$ cat src/rtl/vga_timing_pkg.sv
// 640x480@60 Hz timing constants, shared flag bundle and the count decoder
// used by the VGA sync pipeline.
package vga_timing_pkg;

  localparam int H_ACTIVE = 640;
  localparam int H_FP     = 16;
  localparam int H_SYNC   = 96;
  localparam int H_TOTAL  = 800;
  localparam int V_ACTIVE = 480;
  localparam int V_FP     = 10;
  localparam int V_SYNC   = 2;
  localparam int V_TOTAL  = 525;

  localparam int H_SYNC_START = H_ACTIVE + H_FP;
  localparam int H_SYNC_END   = H_SYNC_START + H_SYNC - 1;
  localparam int V_SYNC_START = V_ACTIVE + V_FP;
  localparam int V_SYNC_END   = V_SYNC_START + V_SYNC - 1;

  localparam int RGB_W = 4;
  localparam int PIX_W = 3 * RGB_W;

  typedef struct packed {
    logic active;
    logic hs;
    logic vs;
    logic fs;
  } timing_flags_t;

  // Counts outside the frame decode as blank with sync inactive.
  function automatic timing_flags_t decode_counts(input logic [15:0] h, input logic [15:0] v);
    timing_flags_t f;
    logic          in_range;
    in_range = (h < 16'(H_TOTAL)) && (v < 16'(V_TOTAL));
    f.active = in_range && (h < 16'(H_ACTIVE)) && (v < 16'(V_ACTIVE));
    f.hs     = in_range && (h >= 16'(H_SYNC_START)) && (h <= 16'(H_SYNC_END));
    f.vs     = in_range && (v >= 16'(V_SYNC_START)) && (v <= 16'(V_SYNC_END));
    f.fs     = (h == 16'd0) && (v == 16'd0);
    return f;
  endfunction

endpackage

$ cat src/rtl/vga_delay_line.sv
// Fixed-depth shift register that carries timing flags alongside the
// pixel-fetch latency; cleared synchronously by reset.
module vga_delay_line #(
  parameter int WIDTH = 4,
  parameter int DEPTH = 2
) (
  input  logic             clk_25MHz,
  input  logic             reset,
  input  logic [WIDTH-1:0] din,
  output logic [WIDTH-1:0] dout
);

  logic [WIDTH-1:0] taps [DEPTH];

  always_ff @(posedge clk_25MHz) begin
    if (reset) begin
      for (int i = 0; i < DEPTH; i++) taps[i] <= '0;
    end else begin
      taps[0] <= din;
      for (int i = 1; i < DEPTH; i++) taps[i] <= taps[i-1];
    end
  end

  assign dout = taps[DEPTH-1];

endmodule

$ cat src/rtl/vga_sync_pipeline.sv
// Decodes pixel counts into sync/blank, requests pixels from the frame source
// and re-aligns returned data with the delayed timing flags at the pins.
module vga_sync_pipeline
  import vga_timing_pkg::*;
#(
  parameter int PIX_LATENCY     = 2,
  parameter bit SYNC_ACTIVE_LOW = 1'b1
) (
  input  logic             clk_25MHz,
  input  logic             reset,
  input  logic [15:0]      H_Count_Value,
  input  logic [15:0]      V_Count_Value,
  output logic             pix_req,
  output logic [9:0]       pix_addr_x,
  output logic [8:0]       pix_addr_y,
  input  logic [PIX_W-1:0] pix_data,
  output logic             Hsync,
  output logic             Vsync,
  output logic             video_on,
  output logic [RGB_W-1:0] red,
  output logic [RGB_W-1:0] green,
  output logic [RGB_W-1:0] blue,
  output logic             frame_start
);

  timing_flags_t flags_nxt;
  timing_flags_t flags_q;
  timing_flags_t flags_d;
  logic [3:0]    flags_d_bits;

  always_comb flags_nxt = decode_counts(H_Count_Value, V_Count_Value);

  // Stage D: decoded flags plus the fetch request for this count.
  always_ff @(posedge clk_25MHz) begin
    if (reset) begin
      flags_q    <= '0;
      pix_addr_x <= '0;
      pix_addr_y <= '0;
    end else begin
      flags_q    <= flags_nxt;
      pix_addr_x <= flags_nxt.active ? H_Count_Value[9:0] : '0;
      pix_addr_y <= flags_nxt.active ? V_Count_Value[8:0] : '0;
    end
  end

  assign pix_req = flags_q.active;

  // Stage A: flags wait out the source latency so they meet pix_data.
  vga_delay_line #(
    .WIDTH (4),
    .DEPTH (PIX_LATENCY)
  ) u_align (
    .clk_25MHz (clk_25MHz),
    .reset     (reset),
    .din       (flags_q),
    .dout      (flags_d_bits)
  );

  assign flags_d = timing_flags_t'(flags_d_bits);

  // Stage O: every pin is a flop; pix_data is masked outside the active area.
  always_ff @(posedge clk_25MHz) begin
    if (reset) begin
      video_on           <= 1'b0;
      {red, green, blue} <= '0;
      Hsync              <= SYNC_ACTIVE_LOW;
      Vsync              <= SYNC_ACTIVE_LOW;
      frame_start        <= 1'b0;
    end else begin
      video_on           <= flags_d.active;
      {red, green, blue} <= flags_d.active ? pix_data : '0;
      Hsync              <= flags_d.hs ^ SYNC_ACTIVE_LOW;
      Vsync              <= flags_d.vs ^ SYNC_ACTIVE_LOW;
      frame_start        <= flags_d.fs;
    end
  end

endmodule

$ cat config.mk
export PLATFORM = sky130hd
export DESIGN_NAME = vga_sync_pipeline
export DESIGN_NICKNAME = d
export VERILOG_FILES = /design/src/rtl/vga_timing_pkg.sv /design/src/rtl/vga_delay_line.sv /design/src/rtl/vga_sync_pipeline.sv
export SDC_FILE = /design/constraint.sdc
export NUM_CORES = 1
export LEC_CHECK = 0
export BUFFER_PORTS_ARGS = -buffer_cell sky130_fd_sc_hd__buf_2
export CORE_ASPECT_RATIO = 0.8
export CORE_MARGIN = 2
export CORE_UTILIZATION = 42
export CTS_CLUSTER_DIAMETER = 100
export DETAILED_ROUTE_END_ITERATION = 16
export GPL_ROUTABILITY_DRIVEN = 0
export GPL_TIMING_DRIVEN = 0
export PLACE_DENSITY_LB_ADDON = 0.08
export SLEW_MARGIN = 20
export SYNTH_ARGS = -nofsm -noshare
export SYNTH_HDL_FRONTEND = slang
export SYNTH_SLANG_ARGS = --single-unit
$ cat constraint.sdc
create_clock -name clk_25MHz -period 1.85 [get_ports clk_25MHz]
set_input_delay 0.4625 -clock clk_25MHz [delete_from_list [all_inputs] [get_ports clk_25MHz]]
set_output_delay 0.4625 -clock clk_25MHz [all_outputs]
set_load 0.01 [all_outputs]
After elaboration in Yosys (flattened, before gate mapping)

Memory sizes are Yosys's and may differ from the RTL's.
Index checks and enable logic that the tools add are counted.

Order comparisons: 8
Muxes and demuxes: 5
Reduce and logical (&&, ||, !) cells: 12
Bitwise operators: 6

Operator list:

| kind                 | count |
|---|---|
| $lt 16x10->1 const B | 3 |
| $logic_not 16->1     | 2 |
| $ge 16x10->1 const B | 1 |
| $ge 16x9->1 const B  | 1 |
| $le 16x10->1 const B | 1 |
| $le 16x9->1 const B  | 1 |
| $lt 16x9->1 const B  | 1 |
| $logic_and 1x1->1    | 8 |
| $mux 4               | 2 |
| $not 1->1            | 4 |
| $reduce_or 2->1      | 2 |
| $mux 1               | 3 |
| $or 1x1->1           | 2 |

Memories kept: 1
Logic and storage cells: 45
RAM bits: 8
Flip-flop bits (word level): 39
Output and inout bits: 36
Bits of input ports: 46

Memories:

| memory       | depth | width | read ports | clocked after Yosys merged registers in | wr ports | line                 | RTL |
|---|---|---|---|---|---|---|---|
| u_align.taps | 2     | 4     | 2          | 0                                       | 2        | vga_delay_line.sv:13 | `logic [WIDTH-1:0] taps [DEPTH];` |

Longest topological paths before layout

Depth in word-level cells: 6
Gate-level depth with buffers: 5
Depth with buffers taken out: 4

By module

Synthesis repeated with hierarchy kept, for this count alone.

Cell total of the unflattened synthesis: 130
Area total of the unflattened synthesis: 1460.2 um^2

By module, submodules not included:

| module            | sequential area each (um^2) | times used | area each (um^2) | cells each |
|---|---|---|---|---|
| vga_sync_pipeline | 780.7                       | 1          | 1219.9           | 110 |
| vga_delay_line    | 160.2                       | 1          | 240.2            | 20 |

Least setup slack after synthesis

OpenSTA, ideal clock, no wires.

Path kind: input port to flip-flop
Start: input H_Count_Value[12]
End: register pix_addr_x[0]
Setup time: 0.059 ns
Path buffers: 1
Setup slack: 0.404 ns
Data required time: 1.791 ns
Stages: 5
Arrival time: 1.387 ns
Cell sequence: nor4_2 > nand2_1 > and4bb_2 > buf_6 > and2_1

Cells in the longest elaborated chain, start to end: 6
Elaborated cells on any way between the ends: 7
Those cells by class: order compare (2); bitwise (1); reduce/logical (4)

RTL lines:

| item                               | line                    | RTL |
|---|---|---|
| start, declared                    | vga_sync_pipeline.sv:11 | `input logic [15:0] H_Count_Value,` |
| $lt 16x10->1                       | vga_timing_pkg.sv:33    | `in_range = (h < 16'(H_TOTAL)) && (v < 16'(V_TOTAL));` |
| $logic_and 1x1->1                  | vga_timing_pkg.sv:33    |  |
| $logic_and 1x1->1 (*) (2 in a row) | vga_timing_pkg.sv:34    | `f.active = in_range && (h < 16'(H_ACTIVE)) && (v < 16'(V_ACTIVE));` |
| $not 1->1 (no line) (*)            | -                       |  |
| $reduce_or 2->1 (no line) (*)      | -                       |  |
| end signal, assigned               | vga_sync_pipeline.sv:41 | `pix_addr_x <= flags_nxt.active ? H_Count_Value[9:0] : '0;` |
| end, declared                      | vga_sync_pipeline.sv:14 | `output logic [9:0] pix_addr_x,` |

Mark *: on every way between the ends. The rest lies on a longest branch, timed or not.
A chain may end at the register's enable or synchronous reset.

Final worst setup path

Start: input H_Count_Value[12]
End: register pix_addr_x[4]

The elaborated chain is that of the path after synthesis.

==> results.cfg <==
[clock_network]
cts_tree = built
ctsResizeCount = 0
ctsHtreeMaxLevel = 2
cts_root_buf = clkbuf_8
cts_setup_buffers = 0
clock_sinks = 47
numCtsBuffers = 5
clkLatencyLatePin_ns = 0.29
cts.clk_slew.worst_paths_ns = 0.08
clockBufferDepth = 2
ctsHoldBuffers = 0

[setup_path]
cp-end-kind = register
crit_family = simple AND/OR/NAND/NOR gates
cp_max_fo = 10
critPathMaxStageDelay_ns = 0.43
critPathLaunchType = input pin
path_class = input pin to register
r2r_start = u_align.taps[0][7]
crit_chain = buf_2 -> nor4_2 -> nand2_1 -> and4bb_2 -> buf_6 -> and2_1
crit_required_ns = 2.09
crit_buf_inv = 2
worstSetupStartpoint = H_Count_Value[12]
cp.arrival_ns = 1.68
slowest_stage = and4bb_2

[sta]
rsz0062_at_grt = no
fmax_ghz = 0.6954
worst_pin_slew_ns = 0.3603
slew-limit-headroom_pct = 75.98
fin_worst_skew_ns = 0.003424
hold_violations = 0
setup_tns_ns = 0
setup_viol = 0
period_minus_slack_ns = 1.438
min_period_over_period_pct = 77.73
whs_ns = 0.3654
slew_viol_final = 0

[layout]
final_util_pct = 62.14
antennaDiodeCount = 0
mostFrequentLayoutCell = buf_2
nNetsFinal = 261
layout_common_cells = buf_2 (81), dfxtp_1 (47), and2_1 (28)
syn_to_final_growth_pct = 37.49
drive_above_1_share_pct = 42.33

[floorplan]
start_util_pct = 45.19
die_w_um = 69.36
pin_count = 82
die_height_um = 56.29
die-area_um2 = 3904
core_um2 = 3176
placementRows = 18

[power_and_ir_drop]
power_density_nw_per_um2 = 839.2
p_sw_uw = 343.9
p_int_uw = 1312
clockPowerShare_pct = 34.2
irDropWorstVdd_mv = 0.5218
combinationalPowerShare_pct = 4.8
p_sw_share_pct = 20.77
leakage_uw = 0.0009572
pwr-share-seq_pct = 61.0

[worst_hold_path]
min_from = pix_data[10]
min_path_type = input pin to register

[drt]
via_per_inst = 4.525
via_count = 1154
wire_per_inst_um = 10.64
first_iter_violations = 37
drtPass1Iterations = 4
drt_wl_total_mm = 2.712
drc = 0
ant_nets = 0

[synthesis]
netlist.area_leader.share_pct = 65.56
synth_largest_area_cell = dfxtp_1
ys_seq_area_share_pct = 65.56
yosys.cell_types.count = 25
synth_seq_cells = 47
netlist_area_um2 = 1435
synth_nets = 173
synthTopCellsByArea = dfxtp_1 (66%), and2_1 (12%), nor2b_1 (4.4%)
ys_warn_count = 0
syn_avg_cell_area_um2 = 11.30
syn_inst = 127

[global_route]
grt_util_all_layers_pct = 14.74
antenna_found_initial = 0
grt_max_degree = 15
grt_pass1_vias = 1072
grt_remaining_overflow = 0
grt_first_pass_wirelength_mm = 4.526

[place]
port_buffers = 81
dp_hpwl_mm = 2.181

[status]
outcome = finished, final reports clean

[run]
drv_cap = 0
==> through the flow <==
step / std cells / setup slack [ns] / cell area [µm²] / total power, µW
6_report: 255 / 0.4119 / 1973 / 1656
5_1_grt: 255 / 0.3310 / 1973 / 1734
4_1_cts: 255 / 0.4149 / 1973 / 1679
3_5_place_dp: 248 / 0.1077 / 1891 / 1114
3_3_place_gp: 248 / 0.1200 / 1891 / 1112
2_1_floorplan: 127 / 0.4041 / 1435 / 1052
==> routing by layer <==
metal	vias to the layer above	track usage [%]	part of all wire, %
met5	-	0	0
met4	0	7.563	1.5
met3	6	5.925	9.6
met2	51	24.45	48
met1	501	16.38	41
li1	596	-	-
==> power by group through the flow <==
stage	sequential, µW	clock, µW	combinational (µW)
floorplan	1030	0	17.9
global placement	1030	0	77.8
detailed placement	1030	0	79.3
CTS	1010	589	79.7
global route	1010	635	88.9
finish	1010	566	79.3
==> path summary, 6_finish.rpt <==
check / slack [ns] / cells after the start / to
setup / recovery: 0.41 / 6 / pix_addr_x[4]
hold / removal: 0.37 / 2 / red[2]
setup reg to reg: 0.83 / 3 / green[0]
hold reg to reg: 0.38 / 1 / Hsync
==> cells in the mapped netlist <==
cell type and n:
dfxtp_1 47, and2_1 28, nor2b_1 10, nor2_1 6
nor3_1 6, nand2_1 4, nor4_1 3, clkbuf_1 2
nand2b_1 2, nand3_1 2, nand4_1 2, nor3b_1 2
a211o_1 1, and3_1 1, and4bb_2 1, buf_6 1
nand3b_1 1, nand4b_1 1, nor4_2 1, o211ai_1 1
o21ai_0 1, o311a_1 1, or3_1 1, or3b_1 1
or4_1 1
==> area by class of cell <==
cell class / count / area (µm²)
Fill cell: 291 / 1202
Multi-Input combinational cell: 77 / 475.5
Tap cell: 40 / 50.05
Buffer: 3 / 18.77
Timing Repair Buffer: 81 / 405.4
Clock buffer: 5 / 68.82
Sequential cell: 47 / 940.9
Clock inverter: 2 / 13.76
==> flip-flops by register name, indices dropped and copies added, names as in the netlist <==
| register | flops |
|---|---|
| Hsync | 1 |
| Vsync | 1 |
| blue | 4 |
| flags_q | 3 |
| frame_start | 1 |
| green | 4 |
| pix_addr_x | 10 |
| pix_addr_y | 9 |
| pix_req | 1 |
| red | 4 |
| u_align.taps | 8 |
| video_on | 1 |
==> kinds of logic (layout without fill, tap and decap cells) <==
| family | after synthesis | count (layout) | share of synthesized area [%] |
|---|---|---|---|
| flops | 47 | 47 | 65.56 |
| buf+inv | 3 | 91 | 1.308 |
| simple gates | 73 | 73 | 30.95 |
| compound gates | 4 | 4 | 2.180 |
No activity file was read; power rests on OpenSTA's default activity.
